--- config.mk ---
export PLATFORM = sky130hd
export DESIGN_NAME = alu_mc
export DESIGN_NICKNAME = d
export VERILOG_FILES = /design/src/rtl/alu_mc.sv
export SDC_FILE = /design/constraint.sdc
export NUM_CORES = 1
export LEC_CHECK = 0
export ABC_AREA = 0
export BUFFER_PORTS_ARGS = -buffer_cell sky130_fd_sc_hd__buf_2
export CORE_MARGIN = 1
export CORE_UTILIZATION = 30
export DETAILED_ROUTE_END_ITERATION = 8
export GPL_TIMING_DRIVEN = 1
export HOLD_SLACK_MARGIN = 0.15
export SKIP_LAST_GASP = 1
export SYNTH_ARGS = -nofsm -noshare
export SYNTH_HDL_FRONTEND = slang
export SYNTH_SLANG_ARGS = --single-unit
export TNS_END_PERCENT = 20
--- constraint.sdc ---
create_clock -name clk -period 5.15 [get_ports clk]
set_input_delay 0.7725 -clock clk [delete_from_list [all_inputs] [get_ports clk]]
set_output_delay 0.7725 -clock clk [all_outputs]
set_load 0.005 [all_outputs]
--- src/rtl/alu_mc.sv ---
// Multi-cycle ALU: single-cycle zx/nx/zy/ny/f/no function set plus a
// shift-and-add multiply, with valid/ready handshakes and registered flags.
module alu_mc #(
  parameter int WIDTH  = 16,
  parameter bit MUL_EN = 1'b1
) (
  input  logic             clk,
  input  logic             rst_n,
  input  logic             in_valid,
  output logic             in_ready,
  input  logic             op_mul,
  input  logic             zx,
  input  logic             nx,
  input  logic             zy,
  input  logic             ny,
  input  logic             f,
  input  logic             no,
  input  logic [WIDTH-1:0] x,
  input  logic [WIDTH-1:0] y,
  output logic             out_valid,
  input  logic             out_ready,
  output logic [WIDTH-1:0] out,
  output logic             zr,
  output logic             ng,
  output logic             busy
);

  localparam int CW = $clog2(WIDTH);

  typedef enum logic [1:0] {IDLE, MUL, DONE} state_t;

  state_t           state_q, state_d;
  logic [WIDTH-1:0] out_q, out_d;
  logic             zr_q, zr_d;
  logic             ng_q, ng_d;
  logic [WIDTH-1:0] mcand_q, mcand_d;
  logic [WIDTH-1:0] mplier_q, mplier_d;
  logic [WIDTH-1:0] acc_q, acc_d;
  logic [CW-1:0]    cnt_q, cnt_d;
  logic             no_q, no_d;

  logic [WIDTH-1:0] px, py, r_alu, acc_sum, res;
  logic             res_load, accept, mul_sel;

  assign in_ready  = (state_q == IDLE) || (state_q == DONE && out_ready);
  assign out_valid = (state_q == DONE);
  assign busy      = (state_q == MUL);
  assign out       = out_q;
  assign zr        = zr_q;
  assign ng        = ng_q;

  always_comb begin
    px = zx ? '0 : x;
    if (nx) px = ~px;
    py = zy ? '0 : y;
    if (ny) py = ~py;
    accept  = in_valid && in_ready;
    mul_sel = op_mul && MUL_EN;
    r_alu   = f ? (px + py) : (px & py);
    acc_sum = acc_q + (mplier_q[0] ? mcand_q : '0);

    state_d  = state_q;
    out_d    = out_q;
    zr_d     = zr_q;
    ng_d     = ng_q;
    mcand_d  = mcand_q;
    mplier_d = mplier_q;
    acc_d    = acc_q;
    cnt_d    = cnt_q;
    no_d     = no_q;
    res      = '0;
    res_load = 1'b0;

    case (state_q)
      MUL: begin
        acc_d    = acc_sum;
        mcand_d  = mcand_q << 1;
        mplier_d = mplier_q >> 1;
        cnt_d    = cnt_q + 1'b1;
        if (cnt_q == CW'(WIDTH - 1)) begin
          res      = no_q ? ~acc_sum : acc_sum;
          res_load = 1'b1;
          state_d  = DONE;
        end
      end
      default: begin
        // IDLE and DONE share the accept path so DONE can hand off in one edge.
        if (state_q == DONE && out_ready) state_d = IDLE;
        if (accept) begin
          if (mul_sel) begin
            mcand_d  = px;
            mplier_d = py;
            acc_d    = '0;
            cnt_d    = '0;
            no_d     = no;
            state_d  = MUL;
          end else begin
            res      = no ? ~r_alu : r_alu;
            res_load = 1'b1;
            state_d  = DONE;
          end
        end
      end
    endcase

    if (res_load) begin
      out_d = res;
      zr_d  = (res == '0);
      ng_d  = res[WIDTH-1];
    end
  end

  always_ff @(posedge clk) begin
    if (!rst_n) begin
      state_q  <= IDLE;
      out_q    <= '0;
      zr_q     <= 1'b0;
      ng_q     <= 1'b0;
      mcand_q  <= '0;
      mplier_q <= '0;
      acc_q    <= '0;
      cnt_q    <= '0;
      no_q     <= 1'b0;
    end else begin
      state_q  <= state_d;
      out_q    <= out_d;
      zr_q     <= zr_d;
      ng_q     <= ng_d;
      mcand_q  <= mcand_d;
      mplier_q <= mplier_d;
      acc_q    <= acc_d;
      cnt_q    <= cnt_d;
      no_q     <= no_d;
    end
  end

endmodule

==> reports/results.ini <==
[synthesis]
yosysMostFrequentCell = dfxtp_1
synth_compound_area_share_pct = 24.62
async_reset_ff_share_pct = 0
synthTopCellsByArea = dfxtp_1 (26%), xnor2_1 (10%), ha_1 (7.2%)
muxShareOfSynthArea_pct = 3.484
yosysTopAreaCellShare_pct = 26.06
synth.avg_cell_area_sq_um = 8.193
mappedNetlistArea_sq_um = 5530
synth_cells = 675
synth-seq-cells = 72
synthXorXnorAreaFrac_pct = 13.26
synth_edf_count = 0
synth_top_family_by_area = compound AO/OA/AOI/OAI gates
yosysSeqAreaShare_pct = 26.06
synth_warnings = 0
synth_commonest_cells = dfxtp_1 (72), nand2_1 (68), xnor2_1 (63)
synth_area_leader_cell = dfxtp_1
synth.distinct_cells = 63
synth-main-ff-cell = dfxtp_1
synth_fa_ha_area_share_pct = 7.964
synth-simple-area-share_pct = 20.61
syn-num-nets = 752

[sta]
finalSetupViolations = 0
hold_viol_final = 0
slew_headroom_pct = 32.63
fin_crit_sh_pct = 75.88
tightestPinTransition_ns = 1.010
rsz0062_at_grt = no
setup_tns_ns = 0
clock-skew-final_ns = 0.005968
min_period_ns = 3.908
final_max_slew_viol_count = 0
whs_ns = 0.4656
fmax_ghz = 0.2559
fin_ws_ns = 1.242

[clocking]
cts_root_buffer = clkbuf_16
numCtsBuffers = 9
max-clock-path-buffers = 2
cts.clk_slew.worst_paths_ns = 0.05
postCtsSetupRepairBufs = 0
cts_tree = yes
cts.sinks = 72
cts_resized = 0
htree_num_levels = 3
hold_buffers = 0
clk_latency_ns = 0.34

[detailed_routing]
wire_per_inst_um = 16.11
firstDrtPassIters = 5
vias = 4825
viasPerCell = 5.117
dr.first_iter.drc_count = 352
ant_nets = 0
drc = 0
wl_mm = 15.19

[finish]
syn_to_final_growth_pct = 13.96
finalNonFillerCells = 943
layout-drive-gt1-share_pct = 13.03
diodes = 0
num-fill-cells = 1910
final_nets = 787

[worst_setup_path]
worst_ep_arrival_time_ns = 4.19
cp-end-kind = flop
crit_fanout = 16
cp.required_ns = 5.44
start_kind = input port
crit_type = in2reg

[power]
peakVddDrop_mv = 0.1850
p_sw_share_pct = 31.22
internal_power_w = 0.001209
pwr-share-seq_pct = 34.8
p_clk_share_pct = 36.9
finalPower_w = 0.001758
pwr-share-comb_pct = 28.3
p_leak_nw = 2.476
power_density_nw_per_um2 = 279.0
netSwitchingPower_w = 0.0005490

[die]
ioPinCount = 64
core-area_sq_um = 18020
die_width_um = 137.8
fp.dieArea_sq_um = 18980
die_y_um = 137.8
num_rows = 49
initial_core_util_pct = 30.68

[min_path]
min_path_type = reg2reg

[global_routing]
grt_max_degree = 73
grt_pass1_vias = 4312
grt_use_total_pct = 16.62
grt-ovfl-total = 0
antenna_found_initial = 0
grt_first_pass_wirelength_mm = 23.76

[run_status]
status = finished, final reports clean

[placement]
place_congestion = 0.8731
io_buffers = 63
place.detailed.hpwl_mm = 11.42
pre_cts_ws_ns = 0.9331
place_inst = 928

[job]
max_cap_violations = 0

==> layer usage <==
layer  routed length, um  up-vias  global-route usage [%]
met3                 660       14                   3.274
met1                7707     2225                   23.97
met2                6571      117                   24.51
met4                 251        0                   5.193
li1                    -     2469                       -
met5                   0        -                       0
==> path summary, 6_finish.rpt <==
kind	start	to	slack, ns	cells past startpoint
worst max register to register	mplier_q[0]$_SDFFE_PN0P_	zr$_SDFFE_PN0P_	1.48	13
worst min-delay path	out[5]$_SDFFE_PN0P_	out[5]$_SDFFE_PN0P_	0.47	2
worst max-delay path	nx	zr$_SDFFE_PN0P_	1.24	14
worst min register to register	out[5]$_SDFFE_PN0P_	out[5]$_SDFFE_PN0P_	0.47	2
==> power groups by stage <==
stage / logic (W) / registers [W] / clock network (W)
2_1_floorplan: 0.000372 / 0.000615 / 0
3_3_place_gp: 0.000491 / 0.000622 / 0
3_5_place_dp: 0.000494 / 0.000623 / 0
4_1_cts: 0.000496 / 0.000611 / 0.000664
5_1_grt: 0.000550 / 0.000616 / 0.000686
6_report: 0.000498 / 0.000611 / 0.000649
==> flip-flops by register name (all words and copies together) (netlist names) <==
name and flops:
acc_q 16, mcand_q 16, mplier_q 16, out 16, cnt_q 4, state_q 2, no_q 1, zr 1
==> metrics by stage <==
step	utilization, %	area [sq um]
2_1_floorplan	-	5530
3_3_place_gp	33.26	5996
3_5_place_dp	33.26	5996
4_1_cts	34.96	6302
5_1_grt	34.96	6302
6_report	34.96	6302
==> cell type report <==
type	instances	area [sq um]	share of cell area [%]
Multi-Input combinational cell	548	3870	61.41
Clock inverter	3	40.04	0.6353
Sequential cell	72	1441	22.87
Clock buffer	12	266.5	4.229
Inverter	10	37.54	0.5956
Timing Repair Buffer	69	360.3	5.718
Tap cell	229	286.5	4.546
==> critical path: stages <==
cell	delay (ns)
buf_2	0.37
xnor2_1	0.23
ha_1	0.30
fa_1	0.48
a21o_1	0.23
a221oi_4	0.35
o211ai_1	0.15
a31oi_1	0.26
xor2_1	0.20
o22ai_1	0.13
a2111oi_2	0.29
nand4_1	0.15
nor4_2	0.16
a31o_1	0.12
==> cell families (layout without fill, tap and decap cells) <==
| family | count (synthesis) | after routing |
|---|---|---|
| AOI/OAI and AO/OA | 192 | 192 |
| DFF | 72 | 72 |
| and+or+nand+nor | 221 | 221 |
| xor gates and xnor gates | 82 | 82 |
| buffers and inverters | 55 | 94 |
| adders and majority gates | 34 | 34 |
| muxes | 19 | 19 |
==> layout by cell type (no fill, tap or decap), types with 3 or more instances in the layout <==
| cell | n |
|---|---|
| a211oi_1 | 5 |
| a21boi_0 | 52 |
| a21o_1 | 5 |
| a21oi_1 | 33 |
| a22oi_1 | 33 |
| a31oi_1 | 4 |
| and2_1 | 25 |
| and3_1 | 4 |
| buf_2 | 63 |
| buf_4 | 6 |
| clkbuf_16 | 9 |
| clkbuf_8 | 3 |
| dfxtp_1 | 72 |
| ha_1 | 32 |
| inv_1 | 9 |
| mux2i_1 | 17 |
| nand2_1 | 68 |
| nand2b_1 | 37 |
| nand3_1 | 27 |
| nand3b_1 | 3 |
| nand4_1 | 5 |
| nor2_1 | 20 |
| nor2b_1 | 12 |
| nor3_1 | 9 |
| nor3b_1 | 3 |
| o211ai_1 | 7 |
| o21a_1 | 4 |
| o21ai_0 | 11 |
| o21ai_1 | 7 |
| o21bai_1 | 4 |
| o22ai_1 | 4 |
| o31ai_1 | 3 |
| xnor2_1 | 63 |
| xor2_1 | 18 |
Note: power is estimated with default switching activity, not from simulation.
